### config.mk
export PLATFORM = sky130hd
export DESIGN_NAME = alu_control_md_flat
export DESIGN_NICKNAME = d
export VERILOG_FILES = /design/src/rtl/alu_control_md_if.sv /design/src/rtl/alu_control_md.sv /design/src/flat_wrapper.sv
export SDC_FILE = /design/constraint.sdc
export NUM_CORES = 1
export LEC_CHECK = 0
export CORE_UTILIZATION = 45
export CTS_CLUSTER_DIAMETER = 100
export DETAILED_ROUTE_END_ITERATION = 8
export DONT_BUFFER_PORTS = 1
export PLACE_DENSITY = 0.66
export SYNTH_ARGS = -nofsm -noshare
export SYNTH_HDL_FRONTEND = slang
export SYNTH_SLANG_ARGS = --single-unit
export TNS_END_PERCENT = 50
### constraint.sdc
create_clock -name clk -period 4.1 [get_ports clk]
set_input_delay 0.82 -clock clk [delete_from_list [all_inputs] [get_ports clk]]
set_output_delay 0.82 -clock clk [all_outputs]
set_load 0.1 [all_outputs]
### src/rtl/alu_control_md_if.sv
// alu_control_md_if: req/ack/done handshake between the EX-stage ALU control and the
// iterative mul/div unit.
interface alu_control_md_if;
    logic       md_req;
    logic [2:0] md_op;
    logic       md_ack;
    logic       md_done;
    logic       md_abort;
    modport master (output md_req, md_op, md_abort, input md_ack, md_done);
    modport slave  (input md_req, md_op, md_abort, output md_ack, md_done);
endinterface

### src/rtl/alu_control_md.sv
// alu_control_md: RV32I ALU function decode plus RV32M sequencing to an iterative
// mul/div unit, with pipeline stall, completed-op counter, decode-error and timeout flags.
module alu_control_md #(
    parameter int FUNC_W     = 4,
    parameter int EN_M       = 1,
    parameter int MD_TIMEOUT = 64,
    parameter int CNT_W      = 16
) (
    input  logic              clk,
    input  logic              rstn,
    input  logic              in_valid,
    input  logic              flush,
    input  logic [1:0]        alu_op,
    input  logic [6:0]        funct7,
    input  logic [2:0]        funct3,
    output logic [FUNC_W-1:0] alu_func,
    alu_control_md_if.master  md,
    output logic              md_sel,
    output logic              stall,
    output logic              illegal,
    output logic              timeout,
    output logic [CNT_W-1:0]  md_count
);
    localparam logic [FUNC_W-1:0] OP_ADD  = FUNC_W'(0);
    localparam logic [FUNC_W-1:0] OP_SUB  = FUNC_W'(1);
    localparam logic [FUNC_W-1:0] OP_SLL  = FUNC_W'(2);
    localparam logic [FUNC_W-1:0] OP_SLT  = FUNC_W'(3);
    localparam logic [FUNC_W-1:0] OP_SLTU = FUNC_W'(4);
    localparam logic [FUNC_W-1:0] OP_XOR  = FUNC_W'(5);
    localparam logic [FUNC_W-1:0] OP_SRL  = FUNC_W'(6);
    localparam logic [FUNC_W-1:0] OP_SRA  = FUNC_W'(7);
    localparam logic [FUNC_W-1:0] OP_OR   = FUNC_W'(8);
    localparam logic [FUNC_W-1:0] OP_AND  = FUNC_W'(9);
    localparam logic [FUNC_W-1:0] OP_BGE  = FUNC_W'(10);
    localparam logic [FUNC_W-1:0] OP_BGEU = FUNC_W'(11);
    localparam logic [FUNC_W-1:0] OP_EEE  = FUNC_W'(15);
    localparam int WCNT_W = $clog2(MD_TIMEOUT);

    typedef enum logic [1:0] {S_IDLE, S_REQ, S_WAIT, S_DONE} state_t;

    state_t             state;
    logic [WCNT_W-1:0]  wcnt;
    logic               is_m;
    logic               f7_ok;
    logic               start;
    logic [FUNC_W-1:0]  r_func;
    logic [FUNC_W-1:0]  i_func;

    always_comb begin
        is_m  = EN_M != 0 && alu_op == 2'b10 && funct7 == 7'h01;
        f7_ok = funct7 == 7'h00 || funct7 == 7'h20;
        case ({funct7[5], funct3})
            4'b0_000: r_func = OP_ADD;
            4'b1_000: r_func = OP_SUB;
            4'b0_001: r_func = OP_SLL;
            4'b0_010: r_func = OP_SLT;
            4'b0_011: r_func = OP_SLTU;
            4'b0_100: r_func = OP_XOR;
            4'b0_101: r_func = OP_SRL;
            4'b1_101: r_func = OP_SRA;
            4'b0_110: r_func = OP_OR;
            4'b0_111: r_func = OP_AND;
            default:  r_func = OP_EEE;
        endcase
        // only the immediate shifts carry an encoding in funct7
        case (funct3)
            3'b000:  i_func = OP_ADD;
            3'b001:  i_func = funct7 == 7'h00 ? OP_SLL : OP_EEE;
            3'b010:  i_func = OP_SLT;
            3'b011:  i_func = OP_SLTU;
            3'b100:  i_func = OP_XOR;
            3'b101:  i_func = funct7 == 7'h00 ? OP_SRL : funct7 == 7'h20 ? OP_SRA : OP_EEE;
            3'b110:  i_func = OP_OR;
            default: i_func = OP_AND;
        endcase
        case (alu_op)
            2'b00:   alu_func = OP_ADD;
            2'b01:   alu_func = funct3[2:1] == 2'b00 ? OP_SUB :
                                funct3[2:1] == 2'b10 ? OP_BGE :
                                funct3[2:1] == 2'b11 ? OP_BGEU : OP_EEE;
            2'b10:   alu_func = is_m ? OP_ADD : f7_ok ? r_func : OP_EEE;
            default: alu_func = i_func;
        endcase
    end

    assign start = state == S_IDLE && in_valid && is_m && !flush;
    assign stall = start || state == S_REQ || state == S_WAIT;

    always_ff @(posedge clk or negedge rstn) begin
        if (!rstn) begin
            state       <= S_IDLE;
            wcnt        <= '0;
            md.md_req   <= 1'b0;
            md.md_op    <= 3'b000;
            md.md_abort <= 1'b0;
            md_sel      <= 1'b0;
            illegal     <= 1'b0;
            timeout     <= 1'b0;
            md_count    <= '0;
        end else begin
            illegal     <= in_valid && !flush && state == S_IDLE && alu_func == OP_EEE;
            md.md_abort <= 1'b0;
            md_sel      <= 1'b0;
            case (state)
                S_IDLE: if (start) begin
                    state     <= S_REQ;
                    md.md_req <= 1'b1;
                    md.md_op  <= funct3;
                    wcnt      <= '0;
                end
                S_REQ: if (flush) begin
                    state       <= S_IDLE;
                    md.md_req   <= 1'b0;
                    md.md_abort <= md.md_ack;
                end else if (md.md_ack) begin
                    md.md_req <= 1'b0;
                    state     <= md.md_done ? S_DONE : S_WAIT;
                    md_sel    <= md.md_done;
                    if (md.md_done)
                        md_count <= md_count == '1 ? md_count : md_count + 1'b1;
                end
                S_WAIT: if (flush) begin
                    state       <= S_IDLE;
                    md.md_abort <= 1'b1;
                end else if (md.md_done) begin
                    state    <= S_DONE;
                    md_sel   <= 1'b1;
                    md_count <= md_count == '1 ? md_count : md_count + 1'b1;
                end else if (wcnt == WCNT_W'(MD_TIMEOUT - 1)) begin
                    state       <= S_IDLE;
                    timeout     <= 1'b1;
                    md.md_abort <= 1'b1;
                end else begin
                    wcnt <= wcnt + 1'b1;
                end
                default: state <= S_IDLE;
            endcase
        end
    end
endmodule

### src/flat_wrapper.sv
// flat-port wrapper written by rule: the top's interface ports become plain ports
module alu_control_md_flat 
#(
    parameter int FUNC_W     = 4,
    parameter int EN_M       = 1,
    parameter int MD_TIMEOUT = 64,
    parameter int CNT_W      = 16
)
  (clk, rstn, in_valid, flush, alu_op, funct7, funct3, alu_func, md_sel, stall, illegal, timeout, md_count, md_md_req, md_md_op, md_md_abort, md_md_ack, md_md_done);
  alu_control_md_if md_i ();
  input  logic clk;
  input  logic rstn;
  input  logic in_valid;
  input  logic flush;
  input  logic [1:0] alu_op;
  input  logic [6:0] funct7;
  input  logic [2:0] funct3;
  output logic [FUNC_W-1:0] alu_func;
  output logic md_sel;
  output logic stall;
  output logic illegal;
  output logic timeout;
  output logic [CNT_W-1:0] md_count;
  output wire logic [$bits(md_i.md_req)-1:0] md_md_req;
  output wire logic [$bits(md_i.md_op)-1:0] md_md_op;
  output wire logic [$bits(md_i.md_abort)-1:0] md_md_abort;
  input wire logic [$bits(md_i.md_ack)-1:0] md_md_ack;
  input wire logic [$bits(md_i.md_done)-1:0] md_md_done;
  assign md_md_req = md_i.md_req;
  assign md_md_op = md_i.md_op;
  assign md_md_abort = md_i.md_abort;
  assign md_i.md_ack = md_md_ack;
  assign md_i.md_done = md_md_done;
  alu_control_md #(.FUNC_W(FUNC_W), .EN_M(EN_M), .MD_TIMEOUT(MD_TIMEOUT), .CNT_W(CNT_W)) u_core (.clk(clk), .rstn(rstn), .in_valid(in_valid), .flush(flush), .alu_op(alu_op), .funct7(funct7), .funct3(funct3), .alu_func(alu_func), .md(md_i), .md_sel(md_sel), .stall(stall), .illegal(illegal), .timeout(timeout), .md_count(md_count));
endmodule
==> results.md <==
- Crit. End Element: output pin
- CTS Buf Count: 5
- Vias: 1725
- Latest clock arrival within the worst-skew pair: 0.28 ns
- Synthesized area: 0.00214 mm²
- CP cell instances: or2_2, or3_2, o31a_1, o21a_1
- CP Class: input port to output pin
- Slowest stage cell, crit path: o21a_1
- Grt ovf: 0
- Hold Vio Cnt, Final: 0
- PwrDens: 583 mW/mm²
- Core Region: 0.00447 mm²
- Post-CTS Resized: 0
- Post-synth ARST share: 100%
- DRT antenna net count: 0
- Syn_nets: 266
- Post-synth cell types: 54
- Initial antenna violation count: 0
- Critical path data required time: 3.28 ns
- Slew at the pin closest to its max-slew limit: 1.16 ns
- Die area: 0.00505 mm²
- Worst setup margin: 0.722 ns
- Post-synthesis sequential element count: 32
- CTS root buf: clkbuf_8
- Vias in the first global route: 1651
- Synth Instances: 235
- Core Util, Final: 51.9%
- Chip Width: 71.0 µm
- CP arrival: 2.56 ns
- Avg Inst Size Synth: 9.13 µm²
- Drt total wl: 4500 µm
- Sequential area share after synthesis: 37.3%
- Diode count: 0
- Row cnt: 24
- Ys flop type: dfrtp_1
- LEAKAGE: 1.03 nW
- Post-CTS Setup Repair Bufs: 0
- Die H: 71.0 µm
- GRT Overall Usage: 19.7%
- Top cell type by total area after synthesis: dfrtp_1
- First-pass GRT wire length: 7870 µm
- Largest net degree at the start of global routing: 33
- WL/cell: 15.4 µm
- Yosys synthesis warning count: 0
- Clock tree sinks: 32
- Max Freq: 296 MHz
- Worst vdd ir: 0.000240 V
- CP max FO: 7
- Reg clk slew, reported paths: 0.07 ns
- CTS tree: built
- Final GP Congestion: 0.822
- Starting Density: 47.9%
- Period utilisation layout: 82.4%
- Final setup fails: 0
- Critical R2R Launch: u_core.md_count[1]
- I/O Pins: 47
- Max-cap violations: 0
- Most frequent cells after synthesis: dfrtp_1, nand2_1, nor2_1, a21oi_1, ha_1
- Drt pass-1 iters: 6
- Final Max Slew Viols: 0
- Fin Clk Skew: 0.00748 ns
- Hold Crit Class: input port to asynchronous set/reset pin
- Failing checks: design-rule violations
- Critical path startpoint: funct7[1]
- DP HPWL: 3400 µm
- Final #Nets: 270
- Most numerous cell in the Yosys netlist: dfrtp_1
- Hold_buf cts: 0
- Setup slack at placement: 0.728 ns
- Outcome: complete, but fails checks
- Area growth syn-to-layout: 8.23%
- Yosys top cell area share: 37.3%
- Number of port buffers: 0
- H-tree level count: 2
- Max incr delay on CP: 0.55 ns
- Top cells by area, synth: dfrtp_1, ha_1, nand2_1
- CP Launch Type: input port
- Worst slew margin: 22.4%
- Vias/cell: 5.91
- Share of cells above drive strength 1: 11.3%
- DR iter-0 viols: 161
- Drt drc: 6
- Final min period: 3.38 ns
- RSZ-0062 raised after global routing: false
- TNS Setup: 0 ns
- Clock Tree Buf Depth: 2
- EDFF count, synth: 0
## cell usage in the layout (no fill, tap or decap), types with 3 or more instances in the layout
cell / count
nor2b_1: 6
o21ai_0: 6
o211ai_1: 3
nor2_1: 17
and3_1: 4
a211oi_1: 3
xnor2_1: 7
nand2_1: 23
inv_1: 10
o21bai_1: 4
clkbuf_8: 6
mux2_2: 3
nor3_1: 9
buf_4: 6
nand3_1: 10
xor2_1: 5
mux2i_1: 3
ha_1: 13
dfrtp_1: 32
nand4_1: 6
nand2b_1: 5
a21oi_1: 12
or3_1: 3
or2_2: 3
## worst paths after layout
| check | end | slack (ns) | cells past startpoint |
|---|---|---|---|
| setup / recovery | alu_func[3] | 0.72 | 4 |
| hold / removal | u_core.md_count[14] | 0.23 | 0 |
| setup reg to reg | u_core.md_count[8] | 1.38 | 5 |
| hold reg to reg | u_core.wcnt[1] | 0.54 | 2 |
| max in group asynchronous | u_core.wcnt[3] | 3.78 | 0 |
| min in group clk | u_core.wcnt[1] | 0.54 | 2 |
## state kept, by name, indices dropped and copies added, names as in the netlist
name                cells
u_core.illegal          1
u_core.md.md_abort      1
u_core.md.md_op         3
u_core.md.md_req        1
u_core.md_count        16
u_core.md_sel           1
u_core.state            2
u_core.timeout          1
u_core.wcnt             6
## cells by family after synthesis
| logic type | count (synthesis) | synth area share, % |
|---|---|---|
| muxes | 6 | 2.98 |
| buffers and inverters | 19 | 3.33 |
| and+or+nand+nor | 101 | 25.6 |
| DFF | 32 | 37.3 |
| adders and majority gates | 13 | 7.58 |
| xor gates and xnor gates | 12 | 4.90 |
| AOI/OAI and AO/OA | 52 | 18.3 |
## critical path, delay by kind of cell
kind	cells	cell delay (ns)
AOI/OAI and AO/OA	2	0.87
and+or+nand+nor	2	0.87
## through the flow
step                hold slack, ns  std cells  instance area, µm²  power, mW
floorplan                    0.496        235                2140       1.01
global placement             0.520        284                2230       1.11
detailed placement           0.525        284                2230       1.11
CTS                          0.226        292                2320       1.36
global route                 0.217        292                2320       1.43
finish                       0.231        292                2320       1.35
## layer usage
layer	vias to the layer above	global-route usage, %	share of wire, %
li1	857	-	-
met1	834	26.6	47
met2	32	31.0	46
met3	2	6.41	6.3
met4	0	4.00	0.60
met5	-	0	0
## final cells by class
| class | count | area (µm²) |
|---|---|---|
| fill | 404 | 2150 |
| multi-input combinational | 184 | 1280 |
| sequential | 32 | 801 |
| clock buffer | 8 | 90.1 |
| tap | 52 | 65.1 |
| timing repair buffer | 6 | 45.0 |
| inverter | 10 | 37.5 |
## power breakdown
group          total, mW  switching (mW)  leakage [nW]  internal (mW)
combinational      0.574           0.402         0.556          0.172
clock              0.245           0.108        0.0455          0.137
sequential         0.533           0.173         0.425          0.361
No activity file was read; power rests on OpenSTA's default activity.
